==> src/rtl/bicubic_frame_streamer.sv <==
// Streams one frame from a synchronous frame memory in raster order over valid/ready,
// tagging the first pixel (sof) and each line's last pixel (eol).
module bicubic_frame_streamer #(
    parameter int CH_WIDTH   = 8,
    parameter int CHANNELS   = 3,
    parameter int MAX_WIDTH  = 960,
    parameter int MAX_HEIGHT = 540,
    parameter int ADDR_WIDTH = 20,
    parameter int PW         = CH_WIDTH * CHANNELS
) (
    input  logic                  i_clk,
    input  logic                  i_rst,
    input  logic                  i_start,
    input  logic [15:0]           i_cfg_width,
    input  logic [15:0]           i_cfg_height,
    input  logic                  i_cfg_bottom_up,
    output logic                  o_busy,
    output logic                  o_done,
    output logic                  o_mem_rd_en,
    output logic [ADDR_WIDTH-1:0] o_mem_rd_addr,
    input  logic [PW-1:0]         i_mem_rd_data,
    output logic                  o_m_valid,
    input  logic                  i_m_ready,
    output logic [PW-1:0]         o_m_data,
    output logic                  o_m_sof,
    output logic                  o_m_eol,
    output logic [2:0]            o_dbg_state
);

    // Handshake: a pixel transfers on a cycle where o_m_valid && i_m_ready; once
    // o_m_valid is high it and the payload hold until that transfer happens.

    if ((64'd1 << ADDR_WIDTH) < 64'(MAX_WIDTH) * 64'(MAX_HEIGHT)) begin : g_addr_check
        $error("ADDR_WIDTH too small for MAX_WIDTH*MAX_HEIGHT");
    end

    typedef enum logic [2:0] {
        S_IDLE   = 3'd0,
        S_SETUP  = 3'd1,
        S_RUN    = 3'd2,
        S_DRAIN  = 3'd3,
        S_FINISH = 3'd4
    } state_t;

    state_t                r_state, w_next;
    logic [15:0]           r_width, r_height, r_col, r_row;
    logic                  r_bottom_up;
    logic [ADDR_WIDTH-1:0] r_row_base;
    logic                  r_inflight, r_pend_sof, r_pend_eol;
    logic                  r_head_v, r_head_sof, r_head_eol;
    logic [PW-1:0]         r_head_data;
    logic                  r_skid_v, r_skid_sof, r_skid_eol;
    logic [PW-1:0]         r_skid_data;

    logic                  w_pop, w_issue, w_last_col, w_last_row;
    logic [1:0]            w_occ, w_occ_after;
    logic [ADDR_WIDTH-1:0] w_setup_base;

    assign w_pop        = r_head_v & i_m_ready;
    assign w_occ        = {1'b0, r_head_v} + {1'b0, r_skid_v} + {1'b0, r_inflight};
    // Occupancy after this cycle's pop lets a read overlap a drain, keeping 1 pixel/cycle.
    assign w_occ_after  = w_occ - {1'b0, w_pop};
    assign w_issue      = (r_state == S_RUN) && !(r_head_v && r_skid_v) && (w_occ_after < 2'd2);
    assign w_last_col   = (r_col == r_width - 16'd1);
    assign w_last_row   = (r_row == r_height - 16'd1);
    assign w_setup_base = ADDR_WIDTH'(r_height - 16'd1) * ADDR_WIDTH'(r_width);

    assign o_busy        = (r_state != S_IDLE);
    assign o_done        = (r_state == S_FINISH);
    assign o_mem_rd_en   = w_issue;
    assign o_mem_rd_addr = r_row_base + ADDR_WIDTH'(r_col);
    assign o_m_valid     = r_head_v;
    assign o_m_data      = r_head_data;
    assign o_m_sof       = r_head_sof;
    assign o_m_eol       = r_head_eol;
    assign o_dbg_state   = r_state;

    always_comb begin
        w_next = r_state;
        case (r_state)
            S_IDLE:   if (i_start) w_next = S_SETUP;
            S_SETUP:  w_next = (r_width == 16'd0 || r_height == 16'd0) ? S_FINISH : S_RUN;
            S_RUN:    if (w_issue && w_last_col && w_last_row) w_next = S_DRAIN;
            S_DRAIN:  if (w_occ_after == 2'd0) w_next = S_FINISH;
            S_FINISH: w_next = S_IDLE;
            default:  w_next = S_IDLE;
        endcase
    end

    always_ff @(posedge i_clk) begin
        if (i_rst) r_state <= S_IDLE;
        else       r_state <= w_next;
    end

    always_ff @(posedge i_clk) begin
        if (i_rst) begin
            r_width     <= '0;
            r_height    <= '0;
            r_bottom_up <= 1'b0;
            r_row_base  <= '0;
            r_col       <= '0;
            r_row       <= '0;
            r_inflight  <= 1'b0;
            r_pend_sof  <= 1'b0;
            r_pend_eol  <= 1'b0;
        end else begin
            if (r_state == S_IDLE && i_start) begin
                r_width     <= i_cfg_width;
                r_height    <= i_cfg_height;
                r_bottom_up <= i_cfg_bottom_up;
            end
            if (r_state == S_SETUP) begin
                r_row_base <= r_bottom_up ? w_setup_base : '0;
                r_col      <= '0;
                r_row      <= '0;
            end
            r_inflight <= w_issue;
            if (w_issue) begin
                r_pend_sof <= (r_row == 16'd0) && (r_col == 16'd0);
                r_pend_eol <= w_last_col;
                if (w_last_col) begin
                    r_col      <= '0;
                    r_row      <= r_row + 16'd1;
                    r_row_base <= r_bottom_up ? r_row_base - ADDR_WIDTH'(r_width)
                                              : r_row_base + ADDR_WIDTH'(r_width);
                end else begin
                    r_col <= r_col + 16'd1;
                end
            end
        end
    end

    // Two-entry FIFO: head drives the outputs directly, skid absorbs one stalled arrival.
    always_ff @(posedge i_clk) begin
        if (i_rst) begin
            r_head_v    <= 1'b0;
            r_head_data <= '0;
            r_head_sof  <= 1'b0;
            r_head_eol  <= 1'b0;
            r_skid_v    <= 1'b0;
            r_skid_data <= '0;
            r_skid_sof  <= 1'b0;
            r_skid_eol  <= 1'b0;
        end else if (w_pop) begin
            if (r_skid_v) begin
                r_head_data <= r_skid_data;
                r_head_sof  <= r_skid_sof;
                r_head_eol  <= r_skid_eol;
                if (r_inflight) begin
                    r_skid_data <= i_mem_rd_data;
                    r_skid_sof  <= r_pend_sof;
                    r_skid_eol  <= r_pend_eol;
                end else begin
                    r_skid_v <= 1'b0;
                end
            end else if (r_inflight) begin
                r_head_data <= i_mem_rd_data;
                r_head_sof  <= r_pend_sof;
                r_head_eol  <= r_pend_eol;
            end else begin
                r_head_v <= 1'b0;
            end
        end else if (r_inflight) begin
            if (!r_head_v) begin
                r_head_v    <= 1'b1;
                r_head_data <= i_mem_rd_data;
                r_head_sof  <= r_pend_sof;
                r_head_eol  <= r_pend_eol;
            end else begin
                r_skid_v    <= 1'b1;
                r_skid_data <= i_mem_rd_data;
                r_skid_sof  <= r_pend_sof;
                r_skid_eol  <= r_pend_eol;
            end
        end
    end

endmodule

==> config.mk <==
export PLATFORM = sky130hd
export DESIGN_NAME = bicubic_frame_streamer
export DESIGN_NICKNAME = d
export VERILOG_FILES = /design/src/rtl/bicubic_frame_streamer.sv
export SDC_FILE = /design/constraint.sdc
export NUM_CORES = 1
export LEC_CHECK = 0
export BUFFER_PORTS_ARGS = -buffer_cell sky130_fd_sc_hd__buf_2
export CAP_MARGIN = 40
export CORE_MARGIN = 2
export CORE_UTILIZATION = 57
export CTS_CLUSTER_DIAMETER = 60
export DETAILED_ROUTE_END_ITERATION = 7
export PLACE_DENSITY = 0.77
export SYNTH_ARGS = -nofsm -noshare
export SYNTH_HDL_FRONTEND = slang
export SYNTH_SLANG_ARGS = --single-unit
==> constraint.sdc <==
create_clock -name i_clk -period 7.1 [get_ports i_clk]
set_input_delay 0.355 -clock i_clk [delete_from_list [all_inputs] [get_ports i_clk]]
set_output_delay 0.355 -clock i_clk [all_outputs]
set_load 0.05 [all_outputs]
==> Word level (Yosys, flattened, before mapping) <==
Cells that the tools add are included.
{ "word_totals": {"regBits": 145, "in_bits": 61, "output_inout_bits": 53, "word_cells": 123} }
{ "op_classes": {"n_addsub": 11, "mul": 1, "magnitude_cmp": 1, "n_eq_ne": 14, "n_mux": 52, "bitwise_logic": 1, "reduce_logical": 25} }
{ "op_table": {"columns": ["operator", "count"], "rows": [
  ["24-bit 2-to-1 mux", 9],
  ["20-bit 2-to-1 mux", 5],
  ["16-bit 2-to-1 mux", 6],
  ["16-bit logical NOT", 4],
  ["20-bit by 16-bit adder with 20-bit output", 2],
  ["16-bit by 1-bit adder with 16-bit output (second input constant)", 2],
  ["16-bit equality test", 2],
  ["16-bit by 1-bit subtractor with 16-bit output (second input constant)", 2],
  ["1-bit 2-to-1 mux", 27],
  ["17-bit by 17-bit multiplier with 20-bit output", 1],
  ["20-bit by 16-bit subtractor with 20-bit output", 1],
  ["16-bit by 1-bit subtractor with 17-bit output (second input constant)", 1],
  ["3-bit 2-to-1 mux", 4],
  ["2-bit != test (second input constant)", 6],
  ["3-bit one-hot mux with 4 select lines", 1],
  ["3-bit AND reduction", 3],
  ["2-bit nonzero test", 4],
  ["1-bit logical AND", 7],
  ["3-bit by 2-bit equality test with 1-bit output (second input constant)", 2],
  ["2-bit by 1-bit != test with 1-bit output (second input constant)", 2],
  ["4-bit AND reduction", 1],
  ["3-bit by 1-bit equality test with 1-bit output (second input constant)", 1],
  ["3-bit equality test (second input constant)", 1],
  ["3-bit logical NOT", 1],
  ["10 further kinds", 10]
]} }

==> Logic depth before layout (Yosys ltp) <==
Gate-level depths: netlist (run 1).
{ "logic_depth": {"depth_word": 9, "depth_mapped": 30, "mapped_depth_nobuf": 26} }

==> Worst setup path before layout (run 1) <==
No wires, ideal clock.
{ "synth_path": {"path_type": "reg-to-reg", "start": "reg r_height[0]", "end": "reg r_row_base[19]", "setup_time_ns": 0.079, "arrival_ns": 7.323, "required_time_ns": 7.021, "path_slack_ns": -0.303, "path_stages_with_launch": 27, "path_buffers": 4, "synth_period_minus_slack_ns": 7.403, "cell_sequence": "dfxtp_1 -> buf_6 -> clkbuf_1 -> inv_1 -> ha_1 -> or3b_1 -> buf_2 -> nor3_1 -> xor2_1 -> clkbuf_1 -> and2_1 -> fa_1 -> fa_1 -> inv_1 -> fa_1 -> fa_1 -> fa_1 -> fa_1 -> xor2_1 -> xnor2_1 -> xnor2_1 -> xnor3_1 -> xnor3_1 -> xnor3_1 -> xnor2_1 -> o211a_1 -> a211oi_2"} }
{ "synth_via": {"elab_chain_len": 6} }
{ "synth_lines": {"columns": ["element", "line_no", "source"], "rows": [
  ["start, declared", "46", "logic [15:0] r_width, r_height, r_col, r_row;"],
  ["start signal, assigned", "109", "r_height <= i_cfg_height;"],
  ["16-bit by 1-bit subtractor with 17-bit output (*)", "66", "assign w_setup_base = ADDR_WIDTH'(r_height - 16'd1) * ADDR_WIDTH'(r_width);"],
  ["17-bit by 17-bit multiplier with 20-bit output (*)", "66", null],
  ["20-bit 2-to-1 mux (*)", "113", "r_row_base <= r_bottom_up ? w_setup_base : '0;"],
  ["20-bit 2-to-1 mux (*)", "112", "if (r_state == S_SETUP) begin"],
  ["20-bit 2-to-1 mux", "121", "if (w_last_col) begin"],
  ["20-bit 2-to-1 mux (*)", "118", "if (w_issue) begin"],
  ["end signal, assigned", "113", null],
  ["end signal, assigned", "124", "r_row_base <= r_bottom_up ? r_row_base - ADDR_WIDTH'(r_width)"],
  ["end, declared", "48", "logic [ADDR_WIDTH-1:0] r_row_base;"]
]} }
Every way passes the cells marked *; elsewhere a longest branch is shown, timed or not.
A chain may end at the register's enable or synchronous reset.

==> Worst setup path after layout (run 1) <==
{ "layout_path": {"start": "reg r_height[1]", "end": "reg r_row_base[19]"} }
Same word-level chain as after synthesis.

==> results by group, run 1 <==
Synthesis
  – Synthesized Nets: 2,164
  – Share of Yosys cell area claimed by the top area cell type: 19.27%
  – Yosys warns: 0
  – Post-synth cell types: 79
  – Syn avg cell area: 8.093 µm²
  – Commonest cells in the synthesized netlist: 256 x sky130_fd_sc_hd__nand2_1, 245 x sky130_fd_sc_hd__inv_1, 145 x sky130_fd_sc_hd__dfxtp_1
  – Synth Register Bits: 145
  – Cells after Synth: 1,861
  – Count leader, synth: sky130_fd_sc_hd__nand2_1
  – Area leader, netlist: sky130_fd_sc_hd__dfxtp_1
  – Post-synthesis cell area: 15,060 µm²
  – Share of flip-flops with an asynchronous set or reset: 0%
  – Number of synthesized flops with an enable pin: 0
  – Synth area leaders: sky130_fd_sc_hd__dfxtp_1 19%, sky130_fd_sc_hd__fa_1 18%, sky130_fd_sc_hd__ha_1 8.6%
  – Sequential element share of the synthesized area: 19.27%
  – Most used flip-flop cell after synthesis: sky130_fd_sc_hd__dfxtp_1

Placement
  – Buffers on Ports: 113
  – Worst Setup Slack post-DPL: -18.10 ps
  – Detailed-placement wirelength estimate: 30,350 µm
  – Routability cong.: 0.9250

STA
  – Final worst-path cycle share: 97.24%
  – Clock period minus worst slack: 6904 ps
  – Least-Margin Pin Slew: 852.9 ps
  – Maximum clock rate: 144.8 MHz
  – Least setup slack across all paths after layout: 196.2 ps
  – Slew Limit Fails: 0
  – Worst slew margin relative to its limit: 43.06%
  – # setup viols final: 0
  – Total count of hold-check failures in the final report: 0
  – Clock skew after layout: 18.16 ps
  – Final total negative setup slack: 0 ps
  – Final hold slack: 152.9 ps

Final layout
  – Util after Layout: 64.72%
  – Reg area: 2904 µm²
  – Fraction of layout cells with a size suffix above 1: 13.15%
  – P&R area growth vs syn: 11.67%
  – Area used by multi-input combinational logic: 10,930 µm²
  – Filler Cell Count: 2,126
  – Final #Nets: 2,244
  – Ant. Diodes: 0

Worst setup path
  – Most common cell type on the critical path: sky130_fd_sc_hd__fa_1
  – Arrival time at the worst endpoint: 7250 ps
  – Critical path data required time: 7450 ps
  – Critical Path Fanout Max: 4
  – Worst path buffer plus inverter count: 6
  – Kind of cell with the highest combined delay on the critical path: adder cells
  – Critical path class: reg -> reg
  – Critical Path Max Stage Delay: 550 ps
  – Launching element of the worst setup path: r_height[1]
  – Startpoint types: flop
  – Critical R2R Launch: r_height[1]
  – Kind of capture point of the worst setup path: flop
  – Slowest cell on crit path: sky130_fd_sc_hd__fa_1

Global routing
  – Number of global-route vias before repair: 12,930
  – Global route total overflow: 0
  – Maximum number of pins on one net before global-route repair: 73
  – Number of antenna violations at the first check in global routing: 0
  – Global-route usage over all layers: 28.26%
  – Wire length of the first global-routing pass: 63,920 µm

Floorplanning
  – Die outline height: 166.6 µm
  – Top-level port count: 114
  – Die area: 27,740 µm²
  – Placeable core region: 25,980 µm²
  – Starting density of the core: 57.96%
  – Horiz. Die Dim: 166.6 µm
  – Row Count: 59

Clock network
  – Number of clock sinks: 145
  – Clock-pin transition on the worst setup and hold timing paths: 80 ps
  – Max Root-Sink Buffers: 2
  – TritonCTS clock tree: yes
  – Clock H-tree levels: 4
  – Post-CTS Hold Fix Bufs: 0
  – Root Driver: sky130_fd_sc_hd__clkbuf_16
  – Inserted Clock Buffers: 17
  – Skew-Pair Late Insertion Delay: 440 ps

Power
  – Part of the total power dissipated in sequential elements: 13.8%
  – P_leak: 7.834 nW
  – Fraction of power consumed by the clock network: 12.3%
  – Pwr per Cell Area: 434.1 nW/µm²
  – Worst-case vdd ir drop: 0.3750 mV
  – Total power consumption of the routed design: 0.007300 W
  – Switching fraction of total power: 51.69%
  – Combinational power share: 73.8%
  – Switch Pwr: 0.003774 W
  – Total internal power: 0.003527 W

Routing
  – Highest routed layer: met4
  – Detailed Route Iter0 Violations: 951
  – DRC: 0
  – Count of nets left with antenna violations after detail routing: 0
  – TritonRoute pass-1 iters: 6
  – Post-route met1 wirelength: 16,760 µm
  – Average wire length per cell after detail routing: 17.18 µm
  – Routed length on met2: 18,370 µm
  – Routed WL: 39,320 µm
  – Vias per cell: 5.697
  – Vias: 13,040
  – Routed met3 length: 2688 µm

Job
  – Total of max-cap violations: 0

Min path
  – Hold/Removal Path Class: in -> reg
  – Worst hold start: i_cfg_height[13]

Outcome
  – Status: finished, final reports clean
worst min-delay path: cells and delay by family:
kind                   cells  cell delay, ps
AO/OA/AOI/OAI              1              50
buffers and inverters      1             100
AND/OR/NAND/NOR            1              50
metal layers:
layer	global-route usage (%)	up-vias
met1	37.37	6263
met2	46.30	478
li1	-	6196
met5	0	-
met4	11.13	0
met3	4.943	104
registers in the layout, indices dropped and copies added, names as in the netlist:
| register | cells |
|---|---|
| r_skid_v | 1 |
| r_row | 16 |
| r_skid_sof | 1 |
| r_bottom_up | 1 |
| r_inflight | 1 |
| r_skid_data | 24 |
| r_pend_eol | 1 |
| o_dbg_state | 3 |
| o_m_valid | 1 |
| r_height | 16 |
| o_m_sof | 1 |
| r_pend_sof | 1 |
| r_skid_eol | 1 |
| o_m_data | 24 |
| r_width | 16 |
| o_m_eol | 1 |
| r_row_base | 20 |
| r_col | 16 |
layout by cell type (no fill, tap or decap), types with 25 or more instances in the layout:
master and count:
sky130_fd_sc_hd__a21oi_1 111, sky130_fd_sc_hd__fa_1 138, sky130_fd_sc_hd__inv_1 244, sky130_fd_sc_hd__a211oi_1 48
sky130_fd_sc_hd__xnor2_1 87, sky130_fd_sc_hd__buf_2 112, sky130_fd_sc_hd__and2_1 75, sky130_fd_sc_hd__o21ai_0 76
sky130_fd_sc_hd__nand2_1 256, sky130_fd_sc_hd__nor2b_1 33, sky130_fd_sc_hd__nand2b_1 25, sky130_fd_sc_hd__ha_1 101
sky130_fd_sc_hd__buf_4 46, sky130_fd_sc_hd__xor2_1 36, sky130_fd_sc_hd__dfxtp_1 144, sky130_fd_sc_hd__mux2i_1 30
sky130_fd_sc_hd__nor2_1 112
final timing paths:
path                      to  slack [ps]  cells past startpoint
min             r_height[13]         150                      3
max reg2reg   r_row_base[19]         200                     27
min reg2reg  r_skid_data[19]         450                      2
max           r_row_base[19]         200                     27
cell type report:
| class | instances | area share [%] |
|---|---|---|
| clock inverters | 15 | 0.9671 |
| well taps | 335 | 2.492 |
| multi-input cells | 1367 | 64.96 |
| clock buffers | 17 | 2.529 |
| inverters | 245 | 5.468 |
| repair buffers | 165 | 6.316 |
| flip-flops and latches | 145 | 17.27 |
cell families after synthesis:
family	share of synthesized area (%)
xor gates and xnor gates	8.574
and+or+nand+nor	20.94
buffers and inverters	8.956
muxes	2.069
DFF	19.27
AOI/OAI and AO/OA	13.15
adders and majority gates	27.03
power groups by stage:
| stage | sequential, W | clock (W) | combinational, W |
|---|---|---|---|
| CTS | 0.00100 | 0.000910 | 0.00522 |
| finish | 0.00101 | 0.000899 | 0.00539 |
| detailed placement | 0.00102 | 0 | 0.00518 |
| global route | 0.00102 | 0.000949 | 0.00599 |
| floorplan | 0.00104 | 0 | 0.00378 |
| global placement | 0.00102 | 0 | 0.00498 |
per-stage QoR:
stage / cells / instance area (µm²)
global placement: 2245 / 15950
CTS: 2283 / 16680
detailed placement: 2251 / 16090
finish: 2289 / 16820
floorplan: 1861 / 15090
global route: 2289 / 16820
what timing repair did:
action                                  CTS  global route
setup buffers                             0             6
endpoints found under the setup margin    1             4
resized for setup                         1            17
pin swaps                                 0             8
No activity file was read; power rests on OpenSTA's default activity.
==> run 2, diff against run 1 <==
CORE_ASPECT_RATIO = 1.4   (was not set)
MAX_ROUTING_LAYER = met4   (was not set)
==> run 2 against run 1 <==
Final cell count decreased by 0.31%. Largest power group unchanged. Critical endpoint unchanged. Count of clock-buffer cells in the layout increased by 2. Largest cell class unchanged. Worst hold slack got worse by 18 ps. Register-to-register slack about the same. Clock power about the same.
==> results by group, run 2 (same netlist as run 1, synthesis figures left out) <==
Outcome
  – Status: finished, final reports clean

Worst setup path
  – Slowest cell on crit path: sky130_fd_sc_hd__fa_1
  – Critical path class: reg -> reg
  – Arrival time at the worst endpoint: 7270 ps
  – Kind of cell with the highest combined delay on the critical path: adder cells
  – R2r worst-path depth: 26
  – Internal reg-to-reg setup slack: 210 ps
  – Critical Path Max Stage Delay: 550 ps
  – Worst path buffer plus inverter count: 5
  – Critical R2R Launch: r_height[0]
  – Most common cell type on the critical path: sky130_fd_sc_hd__fa_1
  – Kind of capture point of the worst setup path: flop
  – Critical path data required time: 7480 ps
  – Critical Path Fanout Max: 5
  – Capture point of the worst reg-to-reg path: r_row_base[19]
  – Startpoint types: flop

Routing
  – DRC: 0
  – Detailed Route Iter0 Violations: 873
  – Average wire length per cell after detail routing: 18.27 µm
  – Vias per cell: 5.762
  – Count of nets left with antenna violations after detail routing: 0
  – TritonRoute pass-1 iters: 6
  – Routed WL: 41,690 µm
  – Vias: 13,150

Placement
  – Post-placement cell area: 16,050 µm²
  – Placed insts: 2,241
  – Worst Setup Slack post-DPL: 29.18 ps
  – Detailed-placement wirelength estimate: 31,300 µm
  – Routability cong.: 0.9489
  – Buffers on Ports: 113

Floorplanning
  – Die area: 27,760 µm²
  – Row Count: 70
  – Die outline height: 196.3 µm
  – Starting density of the core: 57.70%
  – Placeable core region: 26,100 µm²
  – Horiz. Die Dim: 141.4 µm
  – Top-level port count: 114

STA
  – # setup viols final: 0
  – Least setup slack across all paths after layout: 207.0 ps
  – Maximum clock rate: 145.1 MHz
  – Least-Margin Pin Slew: 963.4 ps
  – Clock period minus worst slack: 6893 ps
  – Final total negative setup slack: 0 ps
  – Total count of hold-check failures in the final report: 0
  – Worst slew margin relative to its limit: 35.69%
  – Slew Limit Fails: 0
  – Final worst-path cycle share: 97.08%
  – Clock skew after layout: 12.06 ps
  – Final hold slack: 135.2 ps

Clock network
  – Inserted Clock Buffers: 17
  – Root Driver: sky130_fd_sc_hd__clkbuf_16
  – TritonCTS clock tree: yes
  – Skew-Pair Late Insertion Delay: 450 ps
  – Max Root-Sink Buffers: 2
  – Clock-pin transition on the worst setup and hold timing paths: 70 ps
  – Clock H-tree levels: 4
  – Number of clock sinks: 145
  – Post-CTS Hold Fix Bufs: 0

Power
  – Worst-case vdd ir drop: 0.2507 mV
  – Pwr per Cell Area: 436.6 nW/µm²
  – P_leak: 7.825 nW

Min path
  – Hold/Removal Path Class: in -> reg
  – Worst hold start: i_cfg_width[13]
  – End point of the worst hold path: r_width[13]
  – Hold path depth: 3

Global routing
  – Wire length of the first global-routing pass: 67,030 µm
  – Global-route usage over all layers: 31.29%
  – Global route total overflow: 0
  – Number of antenna violations at the first check in global routing: 0
  – Number of global-route vias before repair: 13,450
  – Maximum number of pins on one net before global-route repair: 65

Final layout
  – Most common cell after layout, fill and taps aside: sky130_fd_sc_hd__nand2_1
  – Final #Nets: 2,248
  – Fraction of layout cells with a size suffix above 1: 13.18%
  – Highest-count cells in the layout ignoring fill and taps: 256 x sky130_fd_sc_hd__nand2_1, 243 x sky130_fd_sc_hd__inv_1, 145 x sky130_fd_sc_hd__dfxtp_1
  – Post-route standard cell area excluding fillers: 16,770 µm²
  – P&R area growth vs syn: 11.33%
  – Number of non-filler instances in the completed layout: 2,282
  – Ant. Diodes: 0

Job
  – Total of max-cap violations: 0
==> run 2: cell count changes in the layout (fill, tap and decap cells not counted), sizes merged <==
cell,delta
buf,+4
clkbuf,+2
clkinvlp,-1
inv,-1
==> run 2: final cells by class <==
| cell class | count | area (µm²) |
|---|---|---|
| sequential | 145 | 2903 |
| fill | 2190 | 9333 |
| multi-input combinational | 1367 | 10920 |
| clock buffer | 19 | 442.9 |
| timing repair buffer | 169 | 1050 |
| clock inverter | 13 | 123.9 |
| inverter | 245 | 919.6 |
| tap | 324 | 405.4 |
==> run 2: power breakdown <==
| group | internal (W) | switching (W) |
|---|---|---|
| Sequential | 0.000887 | 0.000134 |
| Clock | 0.000471 | 0.000426 |
| Combinational | 0.00216 | 0.00325 |
| Total | 0.00351 | 0.00381 |
==> run 2: routing by layer <==
layer  GRT usage (%)  part of all wire [%]  vias up
li1                -                     -     6190
met1           36.36                    39     6340
met2           52.66                    50      467
met3           5.078                   6.3      153
met4           15.26                   5.0        0
met5               -                     0        -
==> run 2: how the worst max path moves through the flow <==
stage | from | endpoint | slack [ps] | cells after the start
2_1_floorplan | r_height[0] | r_row_base[19] | 5 | 30
3_3_place_gp | r_height[1] | r_row_base[19] | 180 | 26
3_5_place_dp | r_height[1] | r_row_base[19] | 30 | 26
4_1_cts | r_height[1] | r_row_base[19] | 7 | 26
5_1_grt | r_height[1] | r_row_base[19] | -50 | 26
6_report | r_height[0] | r_row_base[19] | 210 | 26
==> run 2: repair_timing <==
action,in CTS,in global routing
gates resized for setup,0,17
endpoints found under the setup margin,0,4
buffers inserted,0,8
==> run 2: worst reg2reg max path: stages (launching register included) <==
cell and delay, ps:
sky130_fd_sc_hd__dfxtp_1 350, sky130_fd_sc_hd__inv_2 70, sky130_fd_sc_hd__ha_2 170, sky130_fd_sc_hd__or3b_4 460, sky130_fd_sc_hd__nor3_4 210, sky130_fd_sc_hd__xor2_2 140
sky130_fd_sc_hd__and2_1 200, sky130_fd_sc_hd__fa_1 510, sky130_fd_sc_hd__inv_1 60, sky130_fd_sc_hd__fa_1 550, sky130_fd_sc_hd__fa_1 440, sky130_fd_sc_hd__fa_1 500
sky130_fd_sc_hd__inv_1 60, sky130_fd_sc_hd__fa_1 530, sky130_fd_sc_hd__inv_1 60, sky130_fd_sc_hd__fa_1 530, sky130_fd_sc_hd__inv_1 80, sky130_fd_sc_hd__ha_4 250
sky130_fd_sc_hd__and2_4 170, sky130_fd_sc_hd__a211o_1 340, sky130_fd_sc_hd__a31oi_4 200, sky130_fd_sc_hd__a21oi_2 100, sky130_fd_sc_hd__a31oi_2 210, sky130_fd_sc_hd__o21ai_1 100
sky130_fd_sc_hd__xnor2_1 130, sky130_fd_sc_hd__o211a_1 210, sky130_fd_sc_hd__a211oi_2 180
==> run 2: stage by stage <==
step / utilization (%) / power, W
6_report: 64.24 / 0.007321
5_1_grt: 64.24 / 0.007988
4_1_cts: 63.67 / 0.007163
3_5_place_dp: 61.50 / 0.006226
3_3_place_gp: 61.04 / 0.006105
2_1_floorplan: - / 0.004817
